<file path="config.mk">
export PLATFORM = sky130hd
export DESIGN_NAME = syndrome_packetizer
export DESIGN_NICKNAME = d
export VERILOG_FILES = /design/src/rtl/syndrome_packetizer_pkg.sv /design/src/rtl/syndrome_packetizer.sv
export SDC_FILE = /design/constraint.sdc
export NUM_CORES = 1
export LEC_CHECK = 0
export CAP_MARGIN = 20
export CELL_PAD_IN_SITES_DETAIL_PLACEMENT = 1
export CELL_PAD_IN_SITES_GLOBAL_PLACEMENT = 2
export CORE_MARGIN = 2
export CORE_UTILIZATION = 27
export DETAILED_ROUTE_END_ITERATION = 16
export PLACE_DENSITY_LB_ADDON = 0.1
export SLEW_MARGIN = 10
export SYNTH_ARGS = -nofsm -noshare
export SYNTH_HDL_FRONTEND = slang
export SYNTH_SLANG_ARGS = --single-unit
</file>
<file path="constraint.sdc">
create_clock -name clk -period 2.1 [get_ports clk]
set_clock_uncertainty 0.1 [all_clocks]
set_input_delay 0.63 -clock clk [delete_from_list [all_inputs] [get_ports clk]]
set_output_delay 0.63 -clock clk [all_outputs]
set_load 0.03 [all_outputs]
</file>
<file path="src/rtl/syndrome_packetizer_pkg.sv">
// Shared Helios definitions for the syndrome packetizer: message bytes and FSM state encoding.
package syndrome_packetizer_pkg;

  localparam logic [7:0] START_DECODING_MSG      = 8'h01;
  localparam logic [7:0] MEASUREMENT_DATA_HEADER = 8'h02;

  typedef enum logic [1:0] {
    START   = 2'd0,
    WAIT    = 2'd1,
    HEADER  = 2'd2,
    PAYLOAD = 2'd3
  } state_t;

  function automatic int bytes_for_bits(input int n);
    return (n + 7) / 8;
  endfunction

endpackage

</file>
<file path="src/rtl/syndrome_packetizer.sv">
// Serialises dense syndrome frames into START / header / byte-padded payload bytes for the decoder FIFO.
// Optional macro SYNDROME_PACKETIZER_SKIP_EMPTY_EN drops all-zero frames and pulses empty_skip instead.
//
// state   | meaning
// START   | announce decoding start, wait for the byte to be taken
// WAIT    | idle, ready to capture a frame
// HEADER  | send measurement header
// PAYLOAD | send padded frame, one byte per accept, LSB byte first
module syndrome_packetizer
  import syndrome_packetizer_pkg::*;
#(
  parameter int GRID_WIDTH_X = 4,
  parameter int GRID_WIDTH_Z = 1,
  parameter int GRID_WIDTH_U = 3
) (
  input  logic                                             clk,
  input  logic                                             reset,
  input  logic [GRID_WIDTH_X*GRID_WIDTH_Z*GRID_WIDTH_U-1:0] syndrome_data,
  input  logic                                             syndrome_valid,
  output logic                                             syndrome_ready,
  output logic [7:0]                                       out_data,
  output logic                                             out_valid,
  input  logic                                             out_ready,
  output logic                                             busy,
  output logic [15:0]                                      frames_sent,
  output logic                                             empty_skip
);

  localparam int PU_PER_ROUND    = GRID_WIDTH_X * GRID_WIDTH_Z;
  localparam int BYTES_PER_ROUND = bytes_for_bits(PU_PER_ROUND);
  localparam int FRAME_BYTES     = BYTES_PER_ROUND * GRID_WIDTH_U;
  localparam int CNT_W           = (FRAME_BYTES > 1) ? $clog2(FRAME_BYTES) : 1;
  localparam int BYTE_SLOTS      = 1 << CNT_W;

  state_t                   state, state_next;
  logic [CNT_W-1:0]         cnt;
  logic [FRAME_BYTES*8-1:0] padded, padded_next;
  logic [7:0]               pad_bytes [BYTE_SLOTS];
  logic                     last_byte;
  logic                     skip_frame;

  // Each round starts on a byte boundary; the remainder of its last byte is zero.
  for (genvar k = 0; k < GRID_WIDTH_U; k++) begin : g_round
    assign padded_next[k*BYTES_PER_ROUND*8 +: PU_PER_ROUND] =
      syndrome_data[k*PU_PER_ROUND +: PU_PER_ROUND];
    if (BYTES_PER_ROUND*8 > PU_PER_ROUND) begin : g_pad
      assign padded_next[k*BYTES_PER_ROUND*8+PU_PER_ROUND +: BYTES_PER_ROUND*8-PU_PER_ROUND] = '0;
    end
  end

  for (genvar b = 0; b < BYTE_SLOTS; b++) begin : g_byte
    if (b < FRAME_BYTES) begin : g_real
      assign pad_bytes[b] = padded[b*8 +: 8];
    end else begin : g_unused
      assign pad_bytes[b] = 8'h00;
    end
  end

  assign last_byte = (cnt == CNT_W'(FRAME_BYTES - 1));

`ifdef SYNDROME_PACKETIZER_SKIP_EMPTY_EN
  logic empty_skip_q;

  assign skip_frame = ~|syndrome_data;
  assign empty_skip = empty_skip_q;

  always_ff @(posedge clk) begin
    if (reset) empty_skip_q <= 1'b0;
    else       empty_skip_q <= (state == WAIT) && syndrome_valid && skip_frame;
  end
`else
  assign skip_frame = 1'b0;
  assign empty_skip = 1'b0;
`endif

  always_ff @(posedge clk) begin
    if (reset) state <= START;
    else       state <= state_next;
  end

  always_comb begin
    state_next = state;
    case (state)
      START:   if (out_ready)                  state_next = WAIT;
      WAIT:    if (syndrome_valid && !skip_frame) state_next = HEADER;
      HEADER:  if (out_ready)                  state_next = PAYLOAD;
      PAYLOAD: if (out_ready && last_byte)     state_next = WAIT;
      default:                                 state_next = START;
    endcase
  end

  always_comb begin
    syndrome_ready = 1'b0;
    out_valid      = 1'b0;
    out_data       = 8'h00;
    case (state)
      START: begin
        out_valid = 1'b1;
        out_data  = START_DECODING_MSG;
      end
      WAIT:    syndrome_ready = 1'b1;
      HEADER: begin
        out_valid = 1'b1;
        out_data  = MEASUREMENT_DATA_HEADER;
      end
      PAYLOAD: begin
        out_valid = 1'b1;
        out_data  = pad_bytes[cnt];
      end
      default: ;
    endcase
  end

  assign busy = (state != WAIT);

  always_ff @(posedge clk) begin
    if (reset) begin
      cnt         <= '0;
      frames_sent <= 16'd0;
      padded      <= '0;
    end else begin
      case (state)
        WAIT:    if (syndrome_valid && !skip_frame) padded <= padded_next;
        HEADER:  if (out_ready) cnt <= '0;
        PAYLOAD: if (out_ready) begin
          if (last_byte) begin
            cnt         <= '0;
            frames_sent <= frames_sent + 16'd1;
          end else begin
            cnt <= cnt + CNT_W'(1);
          end
        end
        default: ;
      endcase
    end
  end

endmodule

</file>
# == Yosys cells after proc, flatten, opt, wreduce, memory -nomap -nowiden ==
# Index checks and enable logic that the tools add are counted.
# word_totals
inputBits,16
output_inout_bits,28
reg_bits,32
# classes
bitwise,1
n_lt_le_gt_ge,1
n_reduce_logical,8
muxes,15
n_eq_ne,10
add_sub_neg,2
# ops
operator,count
$pmux 8 s3,1
$add 16x1->16 const B,1
$bmux 8 s2,1
$mux 8,2
$mux 2,7
$ne 2x2->1 const B,5
$pmux 2 s4,1
$eq 2x2->1 const B,3
$reduce_and 3->1,2
$pmux 2 s2,1
$reduce_and 4->1,1
$ge 3x3->1 const B,1
$not 2->3,1
$reduce_or 3->1,1
$add 2x1->2 const B,1
$eq 2x1->1 const B,1
$logic_not 2->1,1
$mux 1,2
$ne 2x1->1 const B,1
$reduce_and 2->1,1
$reduce_bool 2->1,1
$logic_and 1x1->1,1

# == Depth between registers and ports, before layout ==
# depth
word_depth,5
depth_mapped,6
mapped_depth_nobuf,6

# == Worst setup path before layout ==
# OpenSTA, ideal clock, no wires.
# synth_path
kind,reg2out
startpoint,register cnt[1]
endpoint,output out_data[3]
path_stages_with_launch,5
setup_slack_ps,-138
arrival_time_ps,1508
n_path_buf,1
required_time_ps,1370
cell_sequence,dfxtp_1 -> buf_2 -> nor2b_1 -> a21oi_1 -> nor3_1
# synth_between
elab_chain_cells,5
# synth_lines
element,line,rtl
"start, declared",syndrome_packetizer.sv:36,logic [CNT_W-1:0] cnt;
"start signal, assigned",syndrome_packetizer.sv:130,cnt <= cnt + CNT_W'(1);
$not 2->3 (not written as such),syndrome_packetizer.sv:108,out_data = pad_bytes[cnt];
$bmux 8 s2,syndrome_packetizer.sv:108,
$mux 8 (not written as such) (2 in series),syndrome_packetizer.sv:108,
$pmux 8 s3,syndrome_packetizer.sv:96,case (state)
"end, declared",syndrome_packetizer.sv:21,"output logic [7:0] out_data,"
# No other way between the ends. The select of a mux whose other input is x is not followed.

# == Final worst setup path ==
# Ends and elaborated chain as after synthesis.

==> results by group <==
CTS
  – Clk_lat worst skew: 0.29 ns
  – Clk pin slew, worst setup/hold paths: 0.07 ns
  – Clk sinks: 32
  – CTS Hold Buffers Added: 0
  – CTS tree: yes
  – CTS Buf Count: 5
  – Clk buf depth: 2
  – H-tree depth: 2
  – Clk root buf: clkbuf_8

Synthesis
  – Most common cell in the synthesized netlist: dfxtp_1
  – Yosys top cell area share: 39.8%
  – Syn Inst Count: 192
  – Syn Std Cell Area: 1610 um^2
  – Number of flops mapped to enable cells by yosys: 0
  – Flops & latches, synth: 32
  – Register area share after synthesis: 39.8%
  – Synth warnings: 0
  – Yosys cell types: 37
  – Post-synthesis average cell area: 8.39 um^2
  – Primary FF master, synth: dfxtp_1
  – Post-synth top area cell: dfxtp_1
  – Synth cell count leaders: 32 x dfxtp_1, 30 x nand2_1, 24 x a21oi_1, 19 x nor2_1, 9 x inv_1
  – Ranking of synthesized cells by area: dfxtp_1 40%, a21oi_1 7.5%, nand2_1 7.0%
  – Fraction of registers with async set/reset: 0%

Drt
  – Antenna viol nets, final: 0
  – First drt pass iteration count: 2
  – # DRC: 0
  – Wirelength per Cell: 13.7 um
  – Final wirelength: 4410 um
  – Vias: 1479
  – Vias per cell: 4.58
  – Initial drt markers: 14

Setup path
  – Reg2reg setup slack: 0.22 ns
  – Max incr delay on CP: 0.41 ns
  – Worst R2R Start: state[0]
  – CP Cell Sequence: mux2i_1 > nor2_1 > a21oi_2 > nor3_2 > buf_4
  – Crit Path Class: reg2out
  – Worst Setup End Kind: output port
  – CP top delay family: flip-flops
  – Worst R2R Path Depth: 6
  – Worst flop-to-flop path endpoint: frames_sent[12]
  – Worst Path Required: 1.37 ns
  – Crit path buf inv count: 1
  – Slowest CP cell: dfxtp_4
  – Worst-path fanout max: 6
  – Crit path DAT: 1.36 ns
  – Startpoint class of the critical path: flop

Die
  – Die W: 81.2 um
  – I/O pin count: 44
  – Initial Utilization: 27.5%
  – Die area: 6600 um^2
  – Core ar.: 5850 um^2
  – Rows: 28
  – Die Ht: 81.2 um

STA
  – Max Fclk: 478 MHz
  – Final setup vio count: 0
  – Fin worst setup slack: 0.00650 ns
  – Final Max Tran Viols: 0
  – Hold Violations, Final: 0
  – RSZ-0062 raised after global routing: yes
  – Min Tclk post-route: 2.09 ns
  – Setup TNS: 0 ns
  – Final period utilization: 99.7%

Global routing
  – GRT Total Usage: 14.9%
  – Vias in the first global route: 1550
  – Global-route wire length before repair: 7500 um
  – Initial antenna violation count: 0
  – Grt ovf: 0
  – Largest net degree at the start of global routing: 33

Finish
  – Share of layout cells above drive strength 1: 21.4%
  – Fillers: 691
  – Reg area: 649 um^2
  – Fin cells: 323
  – Nets: 269
  – Area delta synth->final: 44.3%
  – ANT cells: 0
  – Multi-input gate area: 921 um^2

Power
  – Pwr Density: 836 nW/um^2
  – Peak supply drop: 0.529 mV
  – Design Power: 1.94 mW
  – Leakage power: 0.956 nW

Place
  – Pre-CTS WS: -0.300 ns
  – DP Cell Count: 312
  – Post-DP HPWL: 3330 um
  – Input/output buffers: 38
  – GP Congestion: 0.732

Worst hold path
  – WHS Path Cells: 2
  – Hold Startpoint: padded[1]
  – Worst hold-check path type: reg2reg
  – Hold Path Sink: padded[1]

Outcome
  – Outcome: finished clean

Run
  – Max Cap Viol: 0
how the worst max path moves through the flow:
stage	to	from	slack, ns	depth (start not counted)
after floorplan	out_data[1]	cnt[1]	0.003	5
after global placement	frames_sent[12]	out_ready	-0.24	5
after detailed placement	frames_sent[12]	out_ready	-0.30	5
after CTS	out_data[0]	cnt[1]	-0.02	5
after global routing	out_data[3]	cnt[1]	-0.1	5
final	out_data[3]	cnt[1]	0.006	5
final cells by class:
type                            count  share of cell area, %
Clock inverter                      2                   1.51
Timing Repair Buffer               57                   22.3
Sequential cell                    32                   27.9
Clock buffer                        6                   3.12
Tap cell                           75                   4.04
Inverter                            9                   1.45
Multi-Input combinational cell    142                   39.6
registers in the layout, summed over array words and instances (netlist names):
name and cells:
cnt 2, frames_sent 16, padded 12, state 2
power breakdown:
group	switching [mW]	internal, mW
Clock	0.233	0.352
Combinational	0.390	0.254
Sequential	0.0468	0.666
Total	0.670	1.27
cells in the final DEF (no fill, tap or decap), types with 6 or more instances in the layout:
cell / Yosys / layout
inv_1: 9 / 8
clkdlybuf4s50_1: 0 / 22
dlygate4sd2_1: 0 / 7
a21oi_1: 24 / 21
nand3_1: 6 / 6
dfxtp_1: 32 / 29
nor2_1: 19 / 19
xnor2_1: 8 / 8
nand2_1: 30 / 30
buf_4: 5 / 24
cell families after synthesis:
group | Yosys count | share of synthesized area [%]
adders and majority gates | 6 | 4.66
DFF | 32 | 39.8
and+or+nand+nor | 81 | 27.8
AOI/OAI and AO/OA | 35 | 12.4
buffers and inverters | 22 | 6.53
other | 1 | 0.233
muxes | 5 | 3.11
xor gates and xnor gates | 10 | 5.44
per-stage QoR:
step / area, um^2 / util (%) / hold WS [ns]
6_report: 2320 / 39.7 / 0.356
3_3_place_gp: 2150 / 36.8 / 0.347
4_1_cts: 2280 / 39.1 / 0.357
5_1_grt: 2320 / 39.7 / 0.379
3_5_place_dp: 2150 / 36.8 / 0.347
2_1_floorplan: 1630 / - / 0.336
metal layers:
metal	GRT usage [%]	share of wire, %	vias to the layer above
met3	4.22	4.1	5
met5	0	0	-
met1	17.9	44	689
li1	-	-	755
met2	25.7	50	30
met4	4.58	1.2	0
tightest hold or removal path: stages (launching register included):
cell     delay, ns
dfxtp_1       0.31
nand2_1       0.05
a21oi_1       0.05
repair_timing:
action	4_1_cts	5_1_grt
setup endpoints to repair	11	12
gates resized for setup	18	5
buffers inserted	1	2
pin swaps	3	3
Power figures use the tool's default switching activity.
